$ cat config.mk
export PLATFORM = sky130hd
export DESIGN_NAME = decode_uart_sequencer_flat
export DESIGN_NICKNAME = d
export VERILOG_FILES = /design/src/rtl/decode_uart_sequencer_if.sv /design/src/rtl/decode_uart_sequencer.sv /design/src/flat_wrapper.sv
export SDC_FILE = /design/constraint.sdc
export NUM_CORES = 1
export LEC_CHECK = 0
export BUFFER_PORTS_ARGS = -buffer_cell sky130_fd_sc_hd__buf_2
export CAP_MARGIN = 20
export CORE_UTILIZATION = 55
export DETAILED_ROUTE_END_ITERATION = 7
export HOLD_SLACK_MARGIN = 0.15
export PLACE_DENSITY = 0.8
export SYNTH_ARGS = -nofsm -noshare
export SYNTH_HDL_FRONTEND = slang
export SYNTH_SLANG_ARGS = --single-unit
$ cat constraint.sdc
create_clock -name clk_in -period 14.5 [get_ports clk_in]
set_input_delay 1.45 -clock clk_in [delete_from_list [all_inputs] [get_ports clk_in]]
set_output_delay 1.45 -clock clk_in [all_outputs]
set_load 0.05 [all_outputs]
$ cat src/rtl/decode_uart_sequencer_if.sv
// Byte stream from the decode sequencer to the UART transmitter.
// A byte moves on every clock edge where tx_valid_out and tx_ready_in are both high. Once valid is raised,
// the byte in tx_data_out and the valid flag stay fixed until that transfer. Ready has no meaning while valid is low.
interface decode_uart_sequencer_if;
  logic [7:0] tx_data_out;
  logic       tx_valid_out;
  logic       tx_ready_in;

  modport master (output tx_data_out, output tx_valid_out, input tx_ready_in);
  modport slave  (input tx_data_out, input tx_valid_out, output tx_ready_in);
endinterface

$ cat src/rtl/decode_uart_sequencer.sv
// Snapshots a decoded QR frame on start and streams an optional length header,
// the payload bytes and a terminator byte to the UART.
module decode_uart_sequencer #(
  parameter int         MAX_BYTES   = 17,
  parameter logic [3:0] BYTE_MODE   = 4'b0100,
  parameter bit         SEND_HEADER = 1'b1,
  parameter logic [7:0] TERM_BYTE   = 8'h0A
) (
  input  logic                  clk_in,
  input  logic                  rst_in,
  input  logic                  start_in,
  input  logic [3:0]            data_type_in,
  input  logic [7:0]            data_length_in,
  input  logic [18:0][7:0]      bytes_in,
  decode_uart_sequencer_if.master tx,
  output logic                  busy_out,
  output logic                  done_out,
  output logic                  error_out,
  output logic [4:0]            length_out,
  output logic [2:0]            state_out
);

  typedef enum logic [2:0] {S_IDLE, S_CHECK, S_HDR, S_PAY, S_TERM} state_t;

  localparam logic [7:0] MAX8 = 8'(MAX_BYTES);
  localparam logic [4:0] MAX5 = 5'(MAX_BYTES);

  state_t           state, state_nx;
  logic [3:0]       mode_q, mode_nx;
  logic [7:0]       len_q, len_nx;
  logic [18:0][7:0] bytes_q, bytes_nx;
  logic [4:0]       len_out_q, len_out_nx;
  logic [4:0]       idx_q, idx_nx;
  logic [7:0]       tx_data_q, tx_data_nx;
  logic             tx_valid_q, tx_valid_nx;
  logic             done_q, done_nx;
  logic             error_c;
  logic             xfer;
  logic [4:0]       clamp;

  always_ff @(posedge clk_in or posedge rst_in) begin
    if (rst_in) begin
      state      <= S_IDLE;
      mode_q     <= '0;
      len_q      <= '0;
      bytes_q    <= '0;
      len_out_q  <= '0;
      idx_q      <= '0;
      tx_data_q  <= '0;
      tx_valid_q <= 1'b0;
      done_q     <= 1'b0;
    end else begin
      state      <= state_nx;
      mode_q     <= mode_nx;
      len_q      <= len_nx;
      bytes_q    <= bytes_nx;
      len_out_q  <= len_out_nx;
      idx_q      <= idx_nx;
      tx_data_q  <= tx_data_nx;
      tx_valid_q <= tx_valid_nx;
      done_q     <= done_nx;
    end
  end

  always_comb begin
    state_nx    = state;
    mode_nx     = mode_q;
    len_nx      = len_q;
    bytes_nx    = bytes_q;
    len_out_nx  = len_out_q;
    idx_nx      = idx_q;
    tx_data_nx  = tx_data_q;
    tx_valid_nx = tx_valid_q;
    done_nx     = 1'b0;
    error_c     = 1'b0;
    xfer        = tx_valid_q & tx.tx_ready_in;
    clamp       = (len_q > MAX8) ? MAX5 : len_q[4:0];

    case (state)
      S_IDLE: begin
        if (start_in) begin
          mode_nx  = data_type_in;
          len_nx   = data_length_in;
          bytes_nx = bytes_in;
          state_nx = S_CHECK;
        end
      end
      S_CHECK: begin
        if (mode_q != BYTE_MODE) begin
          error_c  = 1'b1;
          state_nx = S_IDLE;
        end else begin
          len_out_nx  = clamp;
          idx_nx      = '0;
          tx_valid_nx = 1'b1;
          if (SEND_HEADER) begin
            state_nx   = S_HDR;
            tx_data_nx = {3'b000, clamp};
          end else if (clamp == 5'd0) begin
            state_nx   = S_TERM;
            tx_data_nx = TERM_BYTE;
          end else begin
            state_nx   = S_PAY;
            tx_data_nx = bytes_q[0];
          end
        end
      end
      S_HDR: begin
        if (xfer) begin
          if (len_out_q == 5'd0) begin
            state_nx   = S_TERM;
            tx_data_nx = TERM_BYTE;
          end else begin
            state_nx   = S_PAY;
            tx_data_nx = bytes_q[0];
          end
        end
      end
      S_PAY: begin
        // idx_q always names the byte currently on tx_data_out
        if (xfer) begin
          if (idx_q == len_out_q - 5'd1) begin
            state_nx   = S_TERM;
            tx_data_nx = TERM_BYTE;
          end else begin
            idx_nx     = idx_q + 5'd1;
            tx_data_nx = bytes_q[idx_q + 5'd1];
          end
        end
      end
      S_TERM: begin
        if (xfer) begin
          tx_valid_nx = 1'b0;
          done_nx     = 1'b1;
          state_nx    = S_IDLE;
        end
      end
      default: state_nx = S_IDLE;
    endcase
  end

  assign tx.tx_data_out  = tx_data_q;
  assign tx.tx_valid_out = tx_valid_q;
  assign busy_out        = (state != S_IDLE);
  assign done_out        = done_q;
  assign error_out       = error_c;
  assign length_out      = len_out_q;
  assign state_out       = state;

endmodule
$ cat src/flat_wrapper.sv
// flat-port wrapper written by rule: the top's interface ports become plain ports
module decode_uart_sequencer_flat 
#(
  parameter int         MAX_BYTES   = 17,
  parameter logic [3:0] BYTE_MODE   = 4'b0100,
  parameter bit         SEND_HEADER = 1'b1,
  parameter logic [7:0] TERM_BYTE   = 8'h0A
)
  (clk_in, rst_in, start_in, data_type_in, data_length_in, bytes_in, busy_out, done_out, error_out, length_out, state_out, tx_tx_data_out, tx_tx_valid_out, tx_tx_ready_in);
  decode_uart_sequencer_if tx_i ();
  input  logic clk_in;
  input  logic rst_in;
  input  logic start_in;
  input  logic [3:0] data_type_in;
  input  logic [7:0] data_length_in;
  input  logic [18:0][7:0] bytes_in;
  output logic busy_out;
  output logic done_out;
  output logic error_out;
  output logic [4:0] length_out;
  output logic [2:0] state_out;
  output wire logic [$bits(tx_i.tx_data_out)-1:0] tx_tx_data_out;
  output wire logic [$bits(tx_i.tx_valid_out)-1:0] tx_tx_valid_out;
  input wire logic [$bits(tx_i.tx_ready_in)-1:0] tx_tx_ready_in;
  assign tx_tx_data_out = tx_i.tx_data_out;
  assign tx_tx_valid_out = tx_i.tx_valid_out;
  assign tx_i.tx_ready_in = tx_tx_ready_in;
  decode_uart_sequencer #(.MAX_BYTES(MAX_BYTES), .BYTE_MODE(BYTE_MODE), .SEND_HEADER(SEND_HEADER), .TERM_BYTE(TERM_BYTE)) u_core (.clk_in(clk_in), .rst_in(rst_in), .start_in(start_in), .data_type_in(data_type_in), .data_length_in(data_length_in), .bytes_in(bytes_in), .tx(tx_i), .busy_out(busy_out), .done_out(done_out), .error_out(error_out), .length_out(length_out), .state_out(state_out));
endmodule
# Word level (Yosys, flattened, before mapping)
# Cells that the tools add are included.
[totals]
reg_bits = 187
in_bits = 168
output_inout_bits = 20
wordCells = 86
[op_classes]
add_sub_neg = 2
n_reduce_logical = 12
n_lt_le_gt_ge = 2
n_bitwise = 2
muxes = 28
n_eq_ne = 13
[op_table]
columns = ["operator", "count"]
rows = [
  ["2-to-1 mux 8 bit", 6],
  ["binary-select mux 8 bit (select 5 bit)", 1],
  ["one-hot mux 8 bit (3 select lines)", 1],
  ["2-to-1 mux 5 bit", 4],
  ["2-to-1 mux 3 bit", 6],
  ["one-hot mux 3 bit (5 select lines)", 1],
  ["one-hot mux 5 bit (2 select lines)", 1],
  ["> comparator 8 x 5 -> 1 bit (second input constant)", 1],
  ["!= test 2 x 1 -> 1 bit (second input constant)", 4],
  ["AND reduction 4 bit", 2],
  ["== test 3 x 2 -> 1 bit (second input constant)", 2],
  ["< comparator 5 x 6 -> 1 bit (second input constant)", 1],
  ["2-to-1 mux 1 bit", 6],
  ["!= test 2 bit (second input constant)", 3],
  ["nonzero test 3 bit", 2],
  ["adder 5 x 1 -> 5 bit (second input constant)", 1],
  ["== test 5 bit", 1],
  ["logical NOT 5 bit", 1],
  ["AND reduction 5 bit", 1],
  ["subtractor 5 x 1 -> 5 bit (second input constant)", 1],
  ["!= test 4 x 3 -> 1 bit (second input constant)", 1],
  ["AND reduction 2 bit", 2],
  ["nonzero test 2 bit", 2],
  ["== test 3 x 1 -> 1 bit (second input constant)", 1],
  ["7 further kinds", 7],
]

# Depth between registers and ports, before layout
[logic_depth]
ltp_word = 6
ltp_mapped = 10
depth_no_buf = 7

# Worst setup path after synthesis
# OpenSTA, ideal clock, no wires.
[synth_timing]
path_kind = "register to output"
start = "register u_core.state[1], in the netlist u_core.state_out[1]"
end = "output port error_out"
slack_ns = 11.360
arrival_time_ns = 1.690
stages_incl_launch_ff = 5
n_path_buf = 1
required_time_ns = 13.050
path_cell_list = "dfrtp_1 clkbuf_1 nor2_1 nand2_1 nor2_1"
[synth_via]
elab_chain_len = 2
[synth_rtl]
columns = ["item", "line_no", "source"]
rows = [
  ["from (decl)", "decode_uart_sequencer.sv:28", "state_t state, state_nx;"],
  ["from (signal assigned)", "decode_uart_sequencer.sv:53", "state <= state_nx;"],
  ["== test 3 x 1 -> 1 bit", "decode_uart_sequencer.sv:79", "case (state)"],
  ["2-to-1 mux 1 bit", "decode_uart_sequencer.sv:79", ""],
  ["to (decl)", "flat_wrapper.sv:19", "output logic error_out;"],
]
# Every way passes these cells.

# Final worst setup path
[layout_timing]
start = "register u_core.mode_q[0]"
end = "output port error_out"
[layout_via]
elab_chain_len = 3
[layout_rtl]
columns = ["item", "line_no", "source"]
rows = [
  ["from (decl)", "decode_uart_sequencer.sv:29", "logic [3:0] mode_q, mode_nx;"],
  ["from (signal assigned)", "decode_uart_sequencer.sv:54", "mode_q <= mode_nx;"],
  ["!= test 4 x 3 -> 1 bit", "decode_uart_sequencer.sv:89", "if (mode_q != BYTE_MODE) begin"],
  ["2-to-1 mux 1 bit", "decode_uart_sequencer.sv:89", ""],
  ["2-to-1 mux 1 bit", "decode_uart_sequencer.sv:79", ""],
]
# Every way passes these cells.

==> key figures <==
Clock tree
  • Maximum root-to-sink buffer count: 2
  • TritonCTS Buffers: 17
  • Clk_lat worst skew: 0.43 ns
  • Root buf cell: clkbuf_16
  • Post-CTS Setup Bufs: 0
  • H-tree depth: 4
  • PostCTS Resize Cnt: 0
  • CTS sink cnt: 187
  • Cts hold-fix bufs: 0
  • Worst-path clk slew: 0.06 ns
  • CTS tree: done

Worst setup path
  • CP max FO: 4
  • Worst Path Required: 13.05 ns
  • Worst reg2reg endpoint: u_core.bytes_q[33]
  • Crit Path Category: flop to primary output
  • CP arrival: 1.92 ns
  • CP Depth: 3
  • Critical R2R Launch: u_core.state_out[0]
  • Setup crit end kind: primary output
  • Critical path cell sequence: nor4b_1 -> nor2_1 -> buf_2
  • Worst setup startpoint: u_core.mode_q[0]
  • Startpoint class of the critical path: flop
  • Worst path slowest cell: nor4b_1
  • Reg2Reg Depth: 6
  • CP bufs+invs: 1
  • CP top delay family: simple AND/OR/NAND/NOR gates
  • Reg2Reg Setup Slack: 11.40 ns
  • Critical path's largest stage delay: 0.71 ns

Timing
  • Slew Viols, Final: 0
  • Tcrit/Tclk final: 0.233
  • Max Clk Rate: 296 MHz
  • Rel. slew slack: 0.375
  • Worst-margin pin slew: 0.938 ns
  • Final Hold Vio Count: 0
  • Setup TNS: 0 ns
  • # setup viols final: 0
  • Post-layout min period: 3.37 ns
  • Final worst slack: 11.13 ns
  • Worst Skew: 0.00710 ns
  • RSZ-0062 raised after global routing: no

Logic synthesis
  • Seq/Total Area, Yosys: 0.534
  • Share of synthesized flip-flops with an asynchronous set or reset: 1.00
  • Top_reg_cell synth: dfrtp_1
  • Gate Count Post-Synth: 623
  • Post-synth EDFFs: 0
  • Dominant cell type by area after synthesis: dfrtp_1
  • Netlist cell types: 55
  • Number of synthesis warnings: 0
  • Most frequent cell after synthesis: dfrtp_1
  • Mean Syn Cell Area: 14.1 sq um
  • Synth top area cells: dfrtp_1, mux2_2, mux4_2, mux2i_1, buf_2
  • Most instantiated cells after synthesis: dfrtp_1, mux2_2, nand2_1
  • Synth Cell Area: 8770 sq um
  • Synth Register Bits: 187
  • Mapped Nets: 793
  • Post-synth top area share: 0.534

Floorplan
  • Die height: 128 microns
  • Die area: 16400 sq um
  • Core region area: 15400 sq um
  • Core Rows: 45
  • I/O pin count: 188
  • Starting Density: 0.570
  • Die width: 128 microns

Global route
  • Total grt overflow: 0
  • Vias in the first global route: 6207
  • Largest net degree at the start of global routing: 115
  • First-pass GRT wire length: 32.3 mm
  • GRT Total Usage: 0.261
  • Initial antenna violation count: 3

Min path
  • Worst hold path startpoint: u_core.mode_q[2]
  • Hold Path Class: flop to flop
  • Hold Path Stages: 1
  • Hold endpoint: u_core.mode_q[2]

Cells and area
  • Layout net count: 968
  • Layout cell share with drive strength beyond 1: 0.541
  • Area grow syn2layout: 19.8%

Drt
  • WL per Instance: 19.6 microns
  • Residual DRC: 0
  • Vias per cell: 5.75
  • Post-Route WL: 20.1 mm
  • Iter 0 DRT Violations: 437
  • DR vias: 5893
  • TritonRoute pass-1 iters: 5
  • Final ANT Viol Nets: 0

Run
  • MaxCap Viol Count: 0

Placed design
  • Dpl hpwl: 14.4 mm
  • Pre-CTS WS: 10.48 ns
  • Final GP Congestion: 0.933
  • Port-buffer cells: 187

Power and ir drop
  • Maximum vdd drop: 80.6 uV
  • LEAKAGE: 4.96 nW
  • Pwr Density: 105 nW/um^2

Outcome
  • Status: complete, no violations
worst max-delay path by stage:
stage / to / slack [ns]
3_5_place_dp: u_core.bytes_q[32] / 10.48
2_1_floorplan: u_core.bytes_q[0] / 7.96
5_1_grt: error_out / 10.94
3_3_place_gp: u_core.bytes_q[70] / 10.58
6_report: error_out / 11.13
4_1_cts: u_core.bytes_q[32] / 10.92
registers in the layout, summed over array words and instances (netlist names):
register / flops
u_core.bytes_q: 152
u_core.state_out: 3
u_core.tx.tx_valid_out: 1
u_core.idx_q: 5
u_core.done_out: 1
u_core.len_q: 8
u_core.mode_q: 4
u_core.length_out: 5
u_core.tx.tx_data_out: 8
metal layers:
layer | up-vias | track usage | routed length [microns]
met3 | 27 | 0.0697 | 1270
li1 | 2680 | - | -
met1 | 2999 | 0.328 | 8190
met4 | 0 | 0.0761 | 367
met5 | - | 0 | 0
met2 | 187 | 0.444 | 10200
final cells by class:
cell class,count,area [sq um]
diodes,3,7.51
clock buffers,18,439
clock inverters,14,166
fillers,1058,4870
inverters,10,45.0
multi-input cells,388,3890
flip-flops and latches,187,4680
well taps,211,264
repair buffers,194,1010
cell usage in the layout, fill, tap and decap left out, drive strengths merged, types with 3 or more instances in the layout:
master      n
buf       194
dfrtp     187
mux2      167
nand2      34
mux4       32
mux2i      25
o21ai      21
clkbuf     18
inv        13
a21oi      11
nor3        9
nor2        9
xnor2       7
nand3       7
and2        4
clkinvlp    4
clkinv      4
or3         4
diode       3
a31oi       3
a2111oi     3
a32oi       3
a22oi       3
bufinv      3
xor2        3
a211oi      3
cells by family (layout without fill, tap and decap cells):
| kind of cell | after synthesis | in the layout | share of synthesized area |
|---|---|---|---|
| other cells | 0 | 3 | 0 |
| xor+xnor | 10 | 10 | 0.00999 |
| flops | 187 | 187 | 0.534 |
| compound gates | 70 | 70 | 0.0557 |
| buf+inv | 48 | 236 | 0.0248 |
| fa+ha+maj | 2 | 2 | 0.00285 |
| simple gates | 82 | 82 | 0.0471 |
| mux | 224 | 224 | 0.326 |
per-stage QoR:
step / total power [mW] / hold slack, ns / cells / utilization / instance area [sq um]
floorplan: 0.601 / 0.472 / 623 / - / 8770
global placement: 0.633 / 0.484 / 989 / 0.641 / 9860
detailed placement: 0.638 / 0.488 / 989 / 0.641 / 9860
CTS: 1.11 / 0.506 / 1021 / 0.681 / 10500
global route: 1.14 / 0.517 / 1024 / 0.683 / 10500
finish: 1.10 / 0.500 / 1025 / 0.683 / 10500
worst reg2reg max path: cells and delay by family, from the launching register on:
kind	cells	cell delay, ns
AND/OR/NAND/NOR	2	0.58
flip-flops	1	0.54
buffers and inverters	3	1.40
multiplexers	1	0.46
where the power goes:
group	leakage (nW)	internal, mW	total (mW)	switching [mW]
sequential	2.41	0.545	0.558	0.0130
clock	0.289	0.276	0.475	0.199
combinational	2.26	0.0415	0.0696	0.0282
No activity file was read; power rests on OpenSTA's default activity.
